**config.mk**
```make
export PLATFORM = sky130hd
export DESIGN_NAME = solver_sequencer
export DESIGN_NICKNAME = d
export VERILOG_FILES = /design/src/rtl/solver_sequencer.sv
export SDC_FILE = /design/constraint.sdc
export NUM_CORES = 1
export LEC_CHECK = 0
export ABC_CLOCK_PERIOD_IN_PS = 3860
export CAP_MARGIN = 20
export CORE_MARGIN = 5
export CORE_UTILIZATION = 41
export DETAILED_ROUTE_END_ITERATION = 6
export PLACE_DENSITY = 0.86
export SYNTH_ARGS = -nofsm -noshare
export SYNTH_HDL_FRONTEND = slang
export SYNTH_SLANG_ARGS = --single-unit
export TNS_END_PERCENT = 10
```
**constraint.sdc**
```tcl
create_clock -name Clk -period 3.86 [get_ports Clk]
set_clock_uncertainty 0.2 [all_clocks]
set_input_delay 0.772 -clock Clk [delete_from_list [all_inputs] [get_ports Clk]]
set_output_delay 0.772 -clock Clk [all_outputs]
set_load 0.005 [all_outputs]
```
**src/rtl/solver_sequencer.sv**
```systemverilog
// Streams ROM bytes into a Solver over valid/ready, latches its answer and raises Done/Error.
// Optional WAIT_DONE timeout is compiled in with SEQ_WATCHDOG_EN.
module solver_sequencer #(
  parameter int INPUT_LEN   = 1024,
  parameter int ADDR_W      = 16,
  parameter int ANSWER_W    = 64,
  parameter int WDOG_CYCLES = 2**20
) (
  input  logic                Clk,
  input  logic                Rst,
  input  logic                Start,
  output logic [ADDR_W-1:0]   RomAddr,
  input  logic [7:0]          RomData,
  output logic                InValid,
  output logic [7:0]          InData,
  output logic                InLast,
  input  logic                InReady,
  input  logic                SolverDone,
  input  logic [ANSWER_W-1:0] SolverAnswer,
  input  logic [ANSWER_W-1:0] ExpectedAnswer,
  output logic [ANSWER_W-1:0] Answer,
  output logic                Busy,
  output logic                Done,
  output logic                Error
);

  typedef enum logic [2:0] {IDLE, FETCH, PRESENT, WAIT_DONE, FINISH} state_t;

  localparam logic [ADDR_W-1:0] LAST_ADDR = ADDR_W'(INPUT_LEN - 1);

  state_t            state, state_nxt;
  logic [ADDR_W-1:0] addr_nxt;
  logic              valid_nxt, last_nxt, done_nxt, error_nxt, latch_ans;
  logic              wdog_hit;

`ifdef SEQ_WATCHDOG_EN
  localparam int WDOG_W = $clog2(WDOG_CYCLES + 1);
  logic [WDOG_W-1:0] wdog_cnt;

  // Held at zero outside WAIT_DONE, so it restarts on every entry.
  always_ff @(posedge Clk) begin
    if (Rst || state != WAIT_DONE) wdog_cnt <= '0;
    else                           wdog_cnt <= wdog_cnt + 1'b1;
  end

  assign wdog_hit = (wdog_cnt == WDOG_W'(WDOG_CYCLES - 1));
`else
  assign wdog_hit = 1'b0;
`endif

  // RomAddr is frozen for all of PRESENT, so the 1-cycle ROM keeps returning
  // the pending byte; forwarding it keeps the 2-cycle/byte rate.
  assign InData = InValid ? RomData : 8'h00;
  assign Busy   = (state == FETCH) || (state == PRESENT) || (state == WAIT_DONE);

  always_ff @(posedge Clk) begin
    if (Rst) begin
      state   <= IDLE;
      RomAddr <= '0;
      InValid <= 1'b0;
      InLast  <= 1'b0;
      Done    <= 1'b0;
      Error   <= 1'b0;
      Answer  <= '0;
    end else begin
      state   <= state_nxt;
      RomAddr <= addr_nxt;
      InValid <= valid_nxt;
      InLast  <= last_nxt;
      Done    <= done_nxt;
      Error   <= error_nxt;
      if (latch_ans) Answer <= SolverAnswer;
    end
  end

  always_comb begin
    state_nxt = state;
    addr_nxt  = RomAddr;
    valid_nxt = InValid;
    last_nxt  = InLast;
    done_nxt  = Done;
    error_nxt = Error;
    latch_ans = 1'b0;
    case (state)
      IDLE: begin
        if (Start) begin
          addr_nxt  = '0;
          state_nxt = FETCH;
        end
      end
      FETCH: begin
        if (SolverDone) begin
          latch_ans = 1'b1;
          error_nxt = 1'b1;
          state_nxt = FINISH;
        end else begin
          valid_nxt = 1'b1;
          last_nxt  = (RomAddr == LAST_ADDR);
          state_nxt = PRESENT;
        end
      end
      PRESENT: begin
        // A done pulse before the last byte is accepted is a protocol error.
        if (SolverDone) begin
          latch_ans = 1'b1;
          error_nxt = 1'b1;
          valid_nxt = 1'b0;
          last_nxt  = 1'b0;
          state_nxt = FINISH;
        end else if (InReady) begin
          valid_nxt = 1'b0;
          last_nxt  = 1'b0;
          if (InLast) begin
            state_nxt = WAIT_DONE;
          end else begin
            addr_nxt  = RomAddr + 1'b1;
            state_nxt = FETCH;
          end
        end
      end
      WAIT_DONE: begin
        if (SolverDone) begin
          latch_ans = 1'b1;
          done_nxt  = 1'b1;
          error_nxt = (SolverAnswer != ExpectedAnswer);
          state_nxt = FINISH;
        end else if (wdog_hit) begin
          error_nxt = 1'b1;
          state_nxt = FINISH;
        end
      end
      FINISH: begin
        state_nxt = FINISH;
      end
      default: state_nxt = IDLE;
    endcase
  end

endmodule

```
==> impl_metrics.toml <==
[timing]
slew_viol_final = 0
period_share = 0.738
rsz0062_at_grt = "false"
finalSetupTns_ns = 0
max_slew_margin = 0.415
timing.final.crit_period_ns = 2.85
worst_pin_slew_ns = 0.870
hold_viol = 0
max_freq_ghz = 0.351
setup_viol = 0

[global_route]
gr-total-overflow = 0
grt_pass1_wl_um = 21600
grt_pass1_vias = 4460
grt_max_degree = 46
grt_usage = 0.233
antenna_found_initial = 0

[logic_synthesis]
synth_edf_count = 0
seq_area_frac_synth = 0.432
ys_ff_latch = 87
yosysTopAreaCell = "dfxtp_1"
synth_area_leaders = "dfxtp_1 (43%), xor2_1 (13%), nand2_1 (13%), a21oi_1 (8.8%), xnor2_1 (3.5%)"
syn_avg_cell_area_um2 = 8.11
yosysTopAreaCellShare = 0.432
synthArstFlopShare = 0
yosys.cell_types.count = 38
netlist_area_mm2 = 0.00403
synth_top_flop_cell = "dfxtp_1"
synth_cells = 497
syn_nets = 639
yosysWarnings = 0

[clock_network]
path_clk_slew_ns = 0.07
cts-root-buf = "clkbuf_8"
cts_buffers = 9
htree_levels = 3
numClockSinks = 87
insertion_delay_ns = 0.34
cts_setup_buffers = 0
holdBufCountCts = 0
cts_tree = "yes"
cts_resized = 0
cts_max_path_buffers = 2

[layout]
drive_gt1_frac = 0.0428
area_delta_synth_final_pct = 64.3
fin_util = 0.684
nets = 863
fin_cells = 858
fillers = 794
layout_commonest_cell = "clkdlybuf4s50_1"
design_area_mm2 = 0.00662
final_cell_mix = "clkdlybuf4s50_1 (232), nand2_1 (139), dfxtp_1 (87), a21oi_1 (71), xor2_1 (61)"
n_antenna_cell = 0

[setup_path]
critPathMaxFanout = 1
crit_type = "in -> out"
slowest_stage = "clkdlybuf4s50_1"
crit_path_frequent_cell = "clkdlybuf4s50_1"
r2r_slack_ns = 1.56
reg2reg_from = "state[1]"
cp.required_ns = 2.89
worstReg2RegEnd = "Answer[27]"
cp-end-kind = "output pin"
worstRegToRegCells = 6
critical_path.cell_chain = "clkdlybuf4s50_1 -> and2_1 -> clkdlybuf4s50_1"
cp_slowest_stage_delay_ns = 0.52
arrival_ns = 1.88
worstSetupStartpointType = "primary input"

[pwr]
ir_drop_v = 0.000160
power.density_mw_per_mm2 = 291
power_leakage_nw = 2.31
p_total_mw = 1.93

[floorplan]
start_util = 0.416
dieArea_mm2 = 0.0119
num_rows = 36
coreArea_mm2 = 0.00968
dieWidth_um = 109
io_pins = 234
dieHeight_um = 109

[drt]
drtIter0Drc = 170
routed_via_density = 4.97
routed_wl_um = 14400
wl_per_cell_um = 16.8
first_pass_iters = 4
vias = 4261
drtAntennaViolNets = 0
drc = 0

[placement]
dp_hpwl_um = 11700
port_buffers = 233
gp_congestion = 0.878
place_area_mm2 = 0.00646
dp.cells = 843

[min_path]
min_path_cells = 2
hold_class = "reg -> reg"
min_to = "Answer[6]"
hp-start = "Answer[6]"

[run]
drv_cap = 0

[outcome]
status = "finished, final reports clean"
Yosys cell counts, types with 4 or more instances:
cell type,instances
a21oi_1,71
and2_1,8
and4_1,4
buf_2,13
clkbuf_1,9
dfxtp_1,87
nand2_1,140
nand3_1,7
nand4_1,6
nor2_1,21
nor3_2,4
nor4_1,16
xnor2_1,16
xor2_1,61
registers in the layout, indices dropped and copies added (netlist names):
name and flops:
Error 1, Done 1, RomAddr 16, Answer 64
InLast 1, InValid 1, state 3
per-stage QoR:
stage / hold slack, ns / worst slack (ns)
2_1_floorplan: 0.253 / 1.89
3_3_place_gp: 0.241 / 0.943
3_5_place_dp: 0.247 / 0.949
4_1_cts: 0.258 / 1.00
5_1_grt: 0.276 / 0.984
6_report: 0.257 / 1.01
report_power, final:
part	leakage [nW]	switching [mW]	internal (mW)
combinational	1.52	0.172	0.244
sequential	0.705	0.0218	0.929
clock	0.0785	0.310	0.248
layer usage:
layer	part of all wire	vias to the layer above	global-route usage
met5	0	-	0
met4	0.027	0	0.0983
met3	0.090	29	0.0651
met2	0.51	176	0.419
met1	0.37	1955	0.257
li1	-	2101	-
worst max-delay path: cells and delay by family:
kind / cells / cell delay, ns
and+or+nand+nor: 1 / 0.13
buffers and inverters: 2 / 0.98
how the worst max path moves through the flow:
| stage | from | endpoint | cells past startpoint |
|---|---|---|---|
| 5_1_grt | RomData[1] | InData[1] | 3 |
| 4_1_cts | RomData[1] | InData[1] | 3 |
| 2_1_floorplan | SolverDone | RomAddr[7] | 4 |
| 3_5_place_dp | SolverAnswer[1] | Error | 6 |
| 3_3_place_gp | SolverAnswer[1] | Error | 6 |
| 6_report | RomData[1] | InData[1] | 3 |
cell type report:
type / instances / area (um2) / area share
inverter: 1 / 3.75 / 0.000567
clock buffer: 12 / 145 / 0.0219
sequential: 87 / 1740 / 0.263
clock inverter: 3 / 20.0 / 0.00302
multi-input combinational: 384 / 2180 / 0.329
tap: 133 / 166 / 0.0251
timing repair buffer: 238 / 2360 / 0.357
cell families after synthesis:
logic type,Yosys count,share of synthesized area
compound gates,82,0.112
xor+xnor,77,0.167
fa+ha+maj,1,0.00310
buf+inv,26,0.0292
flops,87,0.432
simple gates,224,0.256
Power figures use the tool's default switching activity.
